File: src/rtl/axis_burst_packer_pkg.sv
// Shared types and constants for the AXI-Stream burst packer.
package axis_burst_pkg;

  typedef enum logic [1:0] {
    IDLE  = 2'd0,
    BURST = 2'd1,
    GAP   = 2'd2
  } state_t;

  localparam int STS_W = 32;

endpackage

File: src/rtl/axis_burst_packer_if.sv
// AXI-Stream channel bundle (tdata/tvalid/tready/tlast) with master and slave views.
interface axis_burst_packer_if #(
  parameter int AXIS_TDATA_WIDTH = 32
);

  logic [AXIS_TDATA_WIDTH-1:0] tdata;
  logic                        tvalid;
  logic                        tready;
  logic                        tlast;

  modport master (output tdata, output tvalid, output tlast, input tready);
  modport slave  (input tdata, input tvalid, input tlast, output tready);

endinterface

File: src/rtl/axis_burst_packer.sv
// Releases FIFO data only in whole bursts of cfg_data beats and frames each burst with tlast.
// Optional short flush bursts after an idle timeout: define AXIS_BURST_TIMEOUT_EN.
module axis_burst_packer
  import axis_burst_pkg::*;
#(
  parameter int AXIS_TDATA_WIDTH = 32,
  parameter int CNTR_WIDTH       = 10
) (
  input  logic                  aclk,
  input  logic                  aresetn,
  input  logic [CNTR_WIDTH-1:0] cfg_data,
  input  logic [CNTR_WIDTH-1:0] fifo_count,
`ifdef AXIS_BURST_TIMEOUT_EN
  input  logic [31:0]           cfg_timeout,
`endif
  output logic [STS_W-1:0]      sts_data,
  axis_burst_packer_if.slave    s_axis,
  axis_burst_packer_if.master   m_axis
);

  state_t                  state, state_nxt;
  logic [CNTR_WIDTH-1:0]   beat_cnt;
  logic [CNTR_WIDTH-1:0]   len_q;
  logic [CNTR_WIDTH-1:0]   len_nxt;
  logic [STS_W-1:0]        sts_q;
  logic                    full_hit;
  logic                    start;
  logic                    in_burst;
  logic                    hs;
  logic                    last;

  assign in_burst = (state == BURST);
  assign full_hit = (cfg_data != '0) && (fifo_count >= cfg_data);
  assign hs       = in_burst && s_axis.tvalid && m_axis.tready;
  assign last     = in_burst && (beat_cnt == len_q - CNTR_WIDTH'(1));

`ifdef AXIS_BURST_TIMEOUT_EN
  logic [31:0] timer_q;
  logic        timeout_hit;

  // Flush whatever is buffered once a partial fill has sat idle long enough.
  assign timeout_hit = (cfg_timeout != '0) && (timer_q >= cfg_timeout) &&
                       (fifo_count != '0) && (fifo_count < cfg_data);
  assign start       = full_hit || timeout_hit;
  assign len_nxt     = full_hit ? cfg_data : fifo_count;

  always_ff @(posedge aclk or negedge aresetn) begin
    if (!aresetn) begin
      timer_q <= '0;
    end else if ((state != IDLE) || start || (fifo_count == '0)) begin
      timer_q <= '0;
    end else if (fifo_count < cfg_data) begin
      timer_q <= timer_q + 32'd1;
    end
  end
`else
  assign start   = full_hit;
  assign len_nxt = cfg_data;
`endif

  always_comb begin
    state_nxt = state;
    case (state)
      IDLE:    if (start) state_nxt = BURST;
      BURST:   if (hs && last) state_nxt = GAP;
      GAP:     state_nxt = IDLE;
      default: state_nxt = IDLE;
    endcase
  end

  always_ff @(posedge aclk or negedge aresetn) begin
    if (!aresetn) begin
      state    <= IDLE;
      beat_cnt <= '0;
      len_q    <= '0;
      sts_q    <= '0;
    end else begin
      state <= state_nxt;
      case (state)
        IDLE: begin
          if (start) begin
            len_q    <= len_nxt;
            beat_cnt <= '0;
          end
        end
        BURST: begin
          if (hs) begin
            beat_cnt <= beat_cnt + CNTR_WIDTH'(1);
            if (last) sts_q <= sts_q + STS_W'(1);
          end
        end
        default: ;
      endcase
    end
  end

  // Stream is gated everywhere except inside an open burst.
  assign m_axis.tdata  = s_axis.tdata;
  assign m_axis.tvalid = in_burst && s_axis.tvalid;
  assign s_axis.tready = in_burst && m_axis.tready;
  assign m_axis.tlast  = last;
  assign sts_data      = sts_q;

endmodule

File: src/flat_wrapper.sv
// flat-port wrapper written by rule: the top's interface ports become plain ports
module axis_burst_packer_flat import axis_burst_pkg::*;
#(
  parameter int AXIS_TDATA_WIDTH = 32,
  parameter int CNTR_WIDTH       = 10
)
  (aclk, aresetn, cfg_data, fifo_count, sts_data, s_axis_tdata, s_axis_tvalid, s_axis_tlast, s_axis_tready, m_axis_tdata, m_axis_tvalid, m_axis_tlast, m_axis_tready);
  axis_burst_packer_if #(.AXIS_TDATA_WIDTH(AXIS_TDATA_WIDTH)) s_axis_i ();
  axis_burst_packer_if #(.AXIS_TDATA_WIDTH(AXIS_TDATA_WIDTH)) m_axis_i ();
  input  logic aclk;
  input  logic aresetn;
  input  logic [CNTR_WIDTH-1:0] cfg_data;
  input  logic [CNTR_WIDTH-1:0] fifo_count;
  output logic [STS_W-1:0] sts_data;
  input wire logic [$bits(s_axis_i.tdata)-1:0] s_axis_tdata;
  input wire logic [$bits(s_axis_i.tvalid)-1:0] s_axis_tvalid;
  input wire logic [$bits(s_axis_i.tlast)-1:0] s_axis_tlast;
  output wire logic [$bits(s_axis_i.tready)-1:0] s_axis_tready;
  output wire logic [$bits(m_axis_i.tdata)-1:0] m_axis_tdata;
  output wire logic [$bits(m_axis_i.tvalid)-1:0] m_axis_tvalid;
  output wire logic [$bits(m_axis_i.tlast)-1:0] m_axis_tlast;
  input wire logic [$bits(m_axis_i.tready)-1:0] m_axis_tready;
  assign s_axis_i.tdata = s_axis_tdata;
  assign s_axis_i.tvalid = s_axis_tvalid;
  assign s_axis_i.tlast = s_axis_tlast;
  assign s_axis_tready = s_axis_i.tready;
  assign m_axis_tdata = m_axis_i.tdata;
  assign m_axis_tvalid = m_axis_i.tvalid;
  assign m_axis_tlast = m_axis_i.tlast;
  assign m_axis_i.tready = m_axis_tready;
  axis_burst_packer #(.AXIS_TDATA_WIDTH(AXIS_TDATA_WIDTH), .CNTR_WIDTH(CNTR_WIDTH)) u_core (.aclk(aclk), .aresetn(aresetn), .cfg_data(cfg_data), .fifo_count(fifo_count), .sts_data(sts_data), .s_axis(s_axis_i), .m_axis(m_axis_i));
endmodule
File: config.mk
export PLATFORM = sky130hd
export DESIGN_NAME = axis_burst_packer_flat
export DESIGN_NICKNAME = d
export VERILOG_FILES = /design/src/rtl/axis_burst_packer_pkg.sv /design/src/rtl/axis_burst_packer_if.sv /design/src/rtl/axis_burst_packer.sv /design/src/flat_wrapper.sv
export SDC_FILE = /design/constraint.sdc
export NUM_CORES = 1
export LEC_CHECK = 0
export ABC_AREA = 0
export BUFFER_PORTS_ARGS = -buffer_cell sky130_fd_sc_hd__buf_2
export CORE_ASPECT_RATIO = 1.25
export CORE_MARGIN = 2
export CORE_UTILIZATION = 54
export DETAILED_ROUTE_END_ITERATION = 10
export PLACE_DENSITY = 0.86
export SLEW_MARGIN = 15
export SYNTH_ARGS = -nofsm -noshare
export SYNTH_HDL_FRONTEND = slang
export SYNTH_SLANG_ARGS = --single-unit
File: constraint.sdc
create_clock -name aclk -period 4.5 [get_ports aclk]
set_input_delay 0.9 -clock aclk [delete_from_list [all_inputs] [get_ports aclk]]
set_output_delay 0.9 -clock aclk [all_outputs]
set_load 0.1 [all_outputs]
-- Word level (Yosys, flattened, before mapping)
Index checks and enable logic that the tools add are counted.
- flip-flop bits (word level): 54
- output and inout bits: 67
- word-level logic and storage cells: 32
- add/sub/neg operators: 3
- $lt $le $gt $ge: 1
- equal/unequal tests: 5
- mux-type cells: 6
- reductions and logical operators: 13
- operators with widths (operator ; number):
    $add 32x1->32 const B ; 1
    $mux 10 ; 2
    $pmux 10 s2 ; 1
    $add 10x1->10 const B ; 1
    $eq 10x10->1 ; 1
    $ge 10x10->1 ; 1
    $reduce_bool 10->1 ; 1
    $sub 10x1->10 const B ; 1
    $logic_and 1x1->1 ; 6
    $reduce_and 3->1 ; 2
    $mux 2 ; 2
    $ne 2x2->1 const B ; 2
    $pmux 2 s2 ; 1
    $reduce_and 2->1 ; 2
    $eq 2x1->1 const B ; 1
    $logic_not 2->1 ; 1
    $ne 2x1->1 const B ; 1
    $reduce_bool 2->1 ; 1

-- Logic depth before layout (Yosys ltp)
Gate-level depths: netlist of the first run.
- word-level depth: 6
- gate-level depth with buffers: 10
- depth with buffers taken out: 9

-- Worst setup path before layout of the first run
No wires, ideal clock.
- kind: reg2out
- start: register u_core.len_q[0]
- end: output m_axis_tlast
- arrival time: 2.150 ns
- required time: 3.600 ns
- slack: 1.450 ns
- cell stages (with the launch flop): 9
- buffers on the path: 1
- cell sequence: dfrtp_1 > inv_1 > ha_1 > nor4b_4 > a21oi_2 > xor2_1 > o31ai_2 > o211a_1 > buf_2
- word-level cells in the longest chain between the ends: 3
- ends and longest elaborated chain (what ; line ; source):
    start, declared ; axis_burst_packer.sv:23 ; logic [CNTR_WIDTH-1:0] len_q;
    start signal, assigned ; axis_burst_packer.sv:82 ; len_q <= len_nxt;
    $sub 10x1->10 ; axis_burst_packer.sv:35 ; assign last = in_burst && (beat_cnt == len_q - CNTR_WIDTH'(1));
    $eq 10x10->1 ; axis_burst_packer.sv:35 ;
    $logic_and 1x1->1 ; axis_burst_packer.sv:35 ;
    end, declared ; flat_wrapper.sv:21 ; output wire logic [$bits(m_axis_i.tlast)-1:0] m_axis_tlast;
No other way between the ends.

-- Worst setup path after layout of the first run
Same ends and word-level chain as after synthesis.

==> impl_table.tex, run 1 <==
\begin{tabular}{lr}
\hline
Metric & Value \\
\hline
\multicolumn{2}{l}{\textbf{GRT}} \\
Wire length of the first global-routing pass & 11790 um \\
Maximum number of pins on one net before global-route repair & 55 \\
Total Routing Usage GR & 0.2169 \\
Initial antenna violation count & 0 \\
Number of global-route vias before repair & 2620 \\
Overall overflow remaining after global route & 0 \\
\multicolumn{2}{l}{\textbf{Timing}} \\
Slew Viols, Final & 0 \\
Setup repair after global routing missed its margin & no \\
Transition time at the pin with the least slew margin & approximately 0.76 ns \\
Fin Setup TNS & 0 ns \\
Number of endpoints failing setup at the final stage & 0 \\
Layout Skew & 0.01416 ns \\
Minimum clock period after layout & 3.886 ns \\
Slew Limit Headroom & 0.4919 \\
Number of endpoints with negative hold slack in the final report & 0 \\
Part of the cycle the worst path needs & 0.8636 \\
Max Freq & 257.3 MHz \\
\multicolumn{2}{l}{\textbf{Power}} \\
Peak VDD IR & around 0.00022 V \\
Proportion of power drawn by combinational gates & 0.308 \\
Sequential cell fraction of total power & 0.480 \\
Int Power & 0.0008469 W \\
Total power per unit cell area & 377.7 nW/um2 \\
Switching share of power & 0.3731 \\
Leakage Power & 1.738 nW \\
Switching power total & 0.0005040 W \\
Share of power burned in the clock network & 0.212 \\
\multicolumn{2}{l}{\textbf{Clocking}} \\
Number of hold-repair buffers added at the cts stage & 0 \\
Maximum clock path buffer count & 2 \\
Sinks on the clock net & 54 \\
Post-cts repair resize count & 0 \\
Number of CTS-inserted buffers & 5 \\
CTS tree & built \\
Clock latency on the worst-skew pair & $\sim$0.32 ns \\
H-tree depth & 2 \\
Post CTS Setup Buffer Count & 0 \\
Clock-pin slew on the worst setup and hold paths & roughly 0.10 ns \\
Root buffer selected by CTS & clkbuf\_8 \\
\multicolumn{2}{l}{\textbf{Route}} \\
DRC violations left & 0 \\
Antenna Nets Post-Route & 0 \\
Routed wirelength normalized by instance count & 15.06 um \\
Average vias per placed instance & between 5 and 6 \\
Via Count & 2552 \\
Number of violations reported at the end of detailed-routing iteration 0 & 97 \\
Post-detailed-routing wire length & 6853 um \\
Iteration count of the initial detailed-routing pass & 4 \\
\multicolumn{2}{l}{\textbf{Critical path}} \\
Endpoint type of the worst setup path & primary output \\
CP Launch Type & flip-flop \\
Required time at the worst-slack endpoint & between 3 and 4 ns \\
CP max stage delay & 0.47 ns \\
Chain of cells forming the critical path & inv\_1, ha\_1, nor4b\_4, a21oi\_2, xor2\_1, o31ai\_2, o211a\_1, buf\_4, buf\_2 \\
Slowest cell on the critical path & buf\_2 \\
Top fanout value on the critical path & 21 \\
Critical path class & flip-flop to primary output \\
Number of cells on the worst reg-to-reg path & 8 \\
Data arrival at the endpoint of the critical path & 2.99 ns \\
R2r setup slk & around 1.8 ns \\
\multicolumn{2}{l}{\textbf{Cells and area}} \\
Most common cell after layout, fill and taps aside & buf\_2 \\
Fraction of final layout cells sized beyond drive strength 1 & 0.2541 \\
Final nets & approximately 440 \\
Top library cells by usage in the layout, fill and taps aside & buf\_2 (58), dfrtp\_1 (54), xnor2\_1 (38) \\
Antenna Diode Count & 0 \\
Share of the core filled with cells & 0.5878 \\
Relative area change from synthesis to final layout & 6.401\% \\
\multicolumn{2}{l}{\textbf{Synth}} \\
Synth Instances & 344 \\
Async SR Flop Fraction & 1.000 \\
Yosys warning total & 0 \\
Number of enable flip-flop cells after synthesis & 0 \\
Mean Syn Cell Area & 9.773 um2 \\
Top area cells in the synthesized netlist & dfrtp\_1 (40\%), xnor2\_1 (9.9\%), buf\_4 (7.4\%) \\
Combined area of all synthesized cells & 3362 um2 \\
\#FFs+latches synth & 54 \\
Library cell occupying the most area in the post-synthesis netlist & dfrtp\_1 \\
Number of library cell types mapped by synthesis & 52 \\
Prevailing post-synth register cell & dfrtp\_1 \\
Part of the Yosys area used for sequential elements & 0.4019 \\
Post-synthesis net count & 414 \\
Fraction of post-synthesis cell area in the top cell type by area & 0.4019 \\
\multicolumn{2}{l}{\textbf{Floorplan}} \\
Area of the core & $\sim$6100 um2 \\
Horizontal extent of the die & 74.58 um \\
Die area & $\sim$7000 um2 \\
DIE HEIGHT & approximately 90 um \\
Starting density of the core & 0.5524 \\
Placement Rows & 32 \\
Top-level I/O count & 124 \\
\multicolumn{2}{l}{\textbf{Placement}} \\
Number of I/O port buffers & 58 \\
Weighted congestion reported at the end of routability-driven placement & 0.8588 \\
HPWL reported at the end of detailed placement & between 5000 and 6000 um \\
\multicolumn{2}{l}{\textbf{Status}} \\
Result of the run & finished, final reports clean \\
\multicolumn{2}{l}{\textbf{Run}} \\
Number of max-capacitance violations reported & 0 \\
\multicolumn{2}{l}{\textbf{Worst hold path}} \\
Class of the tightest hold or removal check & flip-flop to flip-flop \\
Number of cells on the worst hold path & 1 \\
\hline
\end{tabular}
[worst paths after layout]
| path | from | to |
|---|---|---|
| worst max-delay path | u_core.len_q[0] | m_axis_tlast |
| worst min-delay path | u_core.sts_data[31] | u_core.sts_data[31] |
| worst max register to register | u_core.len_q[0] | u_core.sts_data[1] |
| worst min register to register | u_core.sts_data[31] | u_core.sts_data[31] |
| max in group asynchronous | aresetn | u_core.sts_data[29] |
| min in group asynchronous | aresetn | u_core.len_q[7] |
[per-layer routing]
metal | GRT usage | vias to the layer above | part of all wire
met5 | 0 | - | 0
met4 | 0.07292 | 0 | 0.013
met3 | 0.04615 | 11 | 0.047
met2 | 0.3665 | 80 | 0.52
met1 | 0.2704 | 1264 | 0.42
li1 | - | 1197 | -
[worst max-delay path: cells and delay by family, from the launching register on]
family	cells	cell delay, ns
adder cells (fa/ha/maj)	1	0.31
buffers and inverters	3	0.79
AO/OA/AOI/OAI	3	0.55
AND/OR/NAND/NOR	1	0.42
flip-flops	1	0.44
XOR/XNOR	1	0.16
[cells in the mapped netlist (4+ instances only)]
library cell	instances
dfrtp_1	54
xnor2_1	38
buf_4	33
nand2_1	27
nor2_1	20
nand4_1	19
inv_1	17
nand3_1	16
and3_1	14
ha_1	13
xor2_1	13
nor3_1	8
mux2_2	7
and2_1	5
o21ai_0	5
and3_2	4
clkbuf_1	4
mux2i_1	4
[area by class of cell]
| cell class | count | area (um2) |
|---|---|---|
| fillers | 538 | 2509 |
| multi-input cells | 230 | 1652 |
| flip-flops and latches | 54 | 1351 |
| repair buffers | 61 | 312.8 |
| well taps | 85 | 106.4 |
| clock buffers | 5 | 68.82 |
| inverters | 17 | 63.81 |
| clock inverters | 3 | 22.52 |
[sequential cells by signal (all words and copies together) (netlist names)]
| name | count |
|---|---|
| u_core.beat_cnt | 10 |
| u_core.len_q | 10 |
| u_core.state | 2 |
| u_core.sts_data | 32 |
[logic make-up (layout without fill, tap and decap cells)]
kind of cell,count (synthesis),after routing,share of synthesized area
multiplexers,11,11,0.03536
buffers and inverters,60,86,0.1105
AND/OR/NAND/NOR,130,130,0.2118
flip-flops,54,54,0.4019
AO/OA/AOI/OAI,25,25,0.05918
XOR/XNOR,51,51,0.1329
adder cells (fa/ha/maj),13,13,0.04838
[through the flow]
stage / total power (W) / hold slack (ns) / area [um2] / instances / worst slack (ns)
global placement: 0.001047 / 0.4635 / 3486 / 447 / 1.086
finish: 0.001351 / 0.4718 / 3577 / 455 / 0.6137
global route: 0.001436 / 0.4918 / 3577 / 455 / 0.4388
CTS: 0.001358 / 0.4827 / 3577 / 455 / 0.6074
detailed placement: 0.001074 / 0.4701 / 3486 / 447 / 0.9789
floorplan: 0.001100 / 0.5008 / 3362 / 344 / 1.450
[power by group through the flow]
stage | sequential (W) | combinational, W | clock [W]
global route | 0.000660 | 0.000467 | 0.000309
global placement | 0.000651 | 0.000396 | 0
CTS | 0.000648 | 0.000420 | 0.000289
detailed placement | 0.000657 | 0.000417 | 0
finish | 0.000648 | 0.000416 | 0.000287
floorplan | 0.000637 | 0.000463 | 0
No activity file was read; power rests on OpenSTA's default activity.
==> run 2, diff against run 1 <==
==> constraint.sdc (replaced) <==
create_clock -name aclk -period 4.5 [get_ports aclk]
set_input_delay 0.675 -clock aclk [delete_from_list [all_inputs] [get_ports aclk]]
set_output_delay 0.675 -clock aclk [all_outputs]
set_load 0.1 [all_outputs]
==> impl_table.tex, run 2 (synthesis results as in run 1) <==
\begin{tabular}{lr}
\hline
Metric & Value \\
\hline
\multicolumn{2}{l}{\textbf{GRT}} \\
Wire length of the first global-routing pass & 11840 um (was 11790 um) \\
Overall overflow remaining after global route & 0 (unchanged) \\
Number of global-route vias before repair & 2580 (was 2620) \\
Total Routing Usage GR & 0.2160 (was 0.2169) \\
Initial antenna violation count & 0 (unchanged) \\
Maximum number of pins on one net before global-route repair & 55 (unchanged) \\
\multicolumn{2}{l}{\textbf{Worst hold path}} \\
Class of the tightest hold or removal check & input pin to asynchronous set/reset pin (was flip-flop to flip-flop) \\
\multicolumn{2}{l}{\textbf{Clocking}} \\
Maximum clock path buffer count & 2 (unchanged) \\
Sinks on the clock net & 54 (unchanged) \\
H-tree depth & 2 (unchanged) \\
Root buffer selected by CTS & clkbuf\_8 (unchanged) \\
Post CTS Setup Buffer Count & 0 (unchanged) \\
Post-cts repair resize count & 0 (unchanged) \\
Number of CTS-inserted buffers & 5 (unchanged) \\
Clock-pin slew on the worst setup and hold paths & 0.10 ns (about the same) \\
CTS tree & built (unchanged) \\
Clock latency on the worst-skew pair & 0.31 ns (was 0.32 ns) \\
Number of hold-repair buffers added at the cts stage & 0 (unchanged) \\
\multicolumn{2}{l}{\textbf{Critical path}} \\
Chain of cells forming the critical path & inv\_1, ha\_1, nor4b\_4, a21oi\_2, xor2\_1, o31ai\_2, o211a\_1, buf\_4, buf\_2 (unchanged) \\
Required time at the worst-slack endpoint & 3.83 ns (was 3.60 ns) \\
Critical path class & flip-flop to primary output (unchanged) \\
Critical register-to-register path startpoint & u\_core.len\_q[0] (unchanged) \\
Critical path startpoint & u\_core.len\_q[0] (unchanged) \\
CP Launch Type & flip-flop (unchanged) \\
Slowest cell on the critical path & buf\_2 (unchanged) \\
CP max stage delay & 0.47 ns (about the same) \\
Top fanout value on the critical path & 21 (unchanged) \\
Combined buffer and inverter count along the critical path & 3 (unchanged) \\
Gate family responsible for the most delay along the worst path & buffers and inverters (unchanged) \\
Data arrival at the endpoint of the critical path & 2.99 ns (about the same) \\
Endpoint type of the worst setup path & primary output (unchanged) \\
\multicolumn{2}{l}{\textbf{Timing}} \\
Part of the cycle the worst path needs & 0.8150 (was 0.8636) \\
Slew Viols, Final & 0 (unchanged) \\
Layout Skew & 0.01215 ns (was 0.01416 ns) \\
Transition time at the pin with the least slew margin & 0.6650 ns (was 0.7622 ns) \\
Slew Limit Headroom & 0.5567 (was 0.4919) \\
Fin Setup TNS & 0 ns (unchanged) \\
Minimum clock period after layout & 3.668 ns (was 3.886 ns) \\
Setup repair after global routing missed its margin & no (unchanged) \\
Min Hold Slack & 0.4799 ns (was 0.4718 ns) \\
Number of endpoints failing setup at the final stage & 0 (unchanged) \\
Max Freq & 272.7 MHz (was 257.3 MHz) \\
Number of endpoints with negative hold slack in the final report & 0 (unchanged) \\
\multicolumn{2}{l}{\textbf{Floorplan}} \\
Horizontal extent of the die & 74.58 um (unchanged) \\
DIE HEIGHT & 92.22 um (unchanged) \\
Starting density of the core & 0.5524 (unchanged) \\
Die area & 6877 um2 (unchanged) \\
Area of the core & 6086 um2 (unchanged) \\
Top-level I/O count & 124 (unchanged) \\
Placement Rows & 32 (unchanged) \\
\multicolumn{2}{l}{\textbf{Power}} \\
Leakage Power & 1.734 nW (was 1.738 nW) \\
Peak VDD IR & 0.0002180 V (was 0.0002154 V) \\
Total power per unit cell area & 375.5 nW/um2 (was 377.7 nW/um2) \\
\multicolumn{2}{l}{\textbf{Cells and area}} \\
Most common cell after layout, fill and taps aside & buf\_2 (unchanged) \\
Fillers & 545 (was 538) \\
Share of the core filled with cells & 0.5870 (was 0.5878) \\
Number of flip-flops in the largest register & 32 (unchanged) \\
Fraction of final layout cells sized beyond drive strength 1 & 0.2520 (was 0.2541) \\
Relative area change from synthesis to final layout & 6.252\% (was 6.401\%) \\
Final nets & 439 (unchanged) \\
Antenna Diode Count & 0 (unchanged) \\
Top library cells by usage in the layout, fill and taps aside & buf\_2 (58), dfrtp\_1 (54), xnor2\_1 (38) (unchanged) \\
\multicolumn{2}{l}{\textbf{Route}} \\
Average vias per placed instance & 5.652 (was 5.609) \\
DRC violations left & 0 (unchanged) \\
Iteration count of the initial detailed-routing pass & 4 (unchanged) \\
Number of violations reported at the end of detailed-routing iteration 0 & 101 (was 97) \\
Antenna Nets Post-Route & 0 (unchanged) \\
Routed wirelength normalized by instance count & 15.04 um (was 15.06 um) \\
Post-detailed-routing wire length & 6828 um (was 6853 um) \\
Via Count & 2566 (was 2552) \\
\multicolumn{2}{l}{\textbf{Run}} \\
Number of max-capacitance violations reported & 0 (unchanged) \\
\multicolumn{2}{l}{\textbf{Placement}} \\
Number of I/O port buffers & 58 (unchanged) \\
HPWL reported at the end of detailed placement & 5074 um (was 5109 um) \\
Weighted congestion reported at the end of routability-driven placement & 0.8343 (was 0.8588) \\
\multicolumn{2}{l}{\textbf{Status}} \\
Result of the run & finished, final reports clean (unchanged) \\
\hline
\end{tabular}
==> run 2: cell types whose count changed in the layout (fill, tap and decap cells not counted) <==
cell	change
clkinv_2	-1
==> run 2: where the power goes <==
| group | switching [W] | leakage, nW | internal, W |
|---|---|---|---|
| Sequential | 0.0000953 | 0.722 | 0.000550 |
| Clock | 0.000169 | 0.0450 | 0.000111 |
| Combinational | 0.000232 | 0.966 | 0.000183 |
| Total | 0.000497 | 1.73 | 0.000845 |
==> run 2: area by class of cell <==
cell class	count	area (um2)	area share
multi-input cells	230	1652	0.4623
flip-flops and latches	54	1351	0.3783
repair buffers	61	312.8	0.08757
well taps	85	106.4	0.02977
clock buffers	5	68.82	0.01926
inverters	17	63.81	0.01786
clock inverters	2	17.52	0.004904
==> run 2: worst paths after layout <==
path / endpoint / slack (ns) / depth (start not counted)
worst max-delay path: m_axis_tlast / 0.83 / 9
worst min-delay path: u_core.len_q[6] / 0.48 / 2
worst max register to register: u_core.sts_data[1] / 1.81 / 8
worst min register to register: u_core.sts_data[31] / 0.48 / 1
max in group asynchronous: u_core.beat_cnt[3] / 3.58 / 2
min in group aclk: u_core.sts_data[31] / 0.48 / 1
==> run 2: per-stage QoR <==
step,power [W],cells,area [um2],worst slack [ns]
3_5_place_dp,0.001069,447,3486,1.238
5_1_grt,0.001426,454,3572,0.7288
2_1_floorplan,0.001100,344,3362,1.675
4_1_cts,0.001351,454,3572,0.8557
3_3_place_gp,0.001044,447,3486,1.307
6_report,0.001341,454,3572,0.8325
==> run 2: per-layer routing <==
| metal | part of all wire | vias up | GRT usage |
|---|---|---|---|
| li1 | - | 1194 | - |
| met1 | 0.43 | 1267 | 0.2867 |
| met2 | 0.51 | 94 | 0.3466 |
| met3 | 0.049 | 11 | 0.04615 |
| met4 | 0.015 | 0 | 0.07292 |
| met5 | 0 | - | 0 |
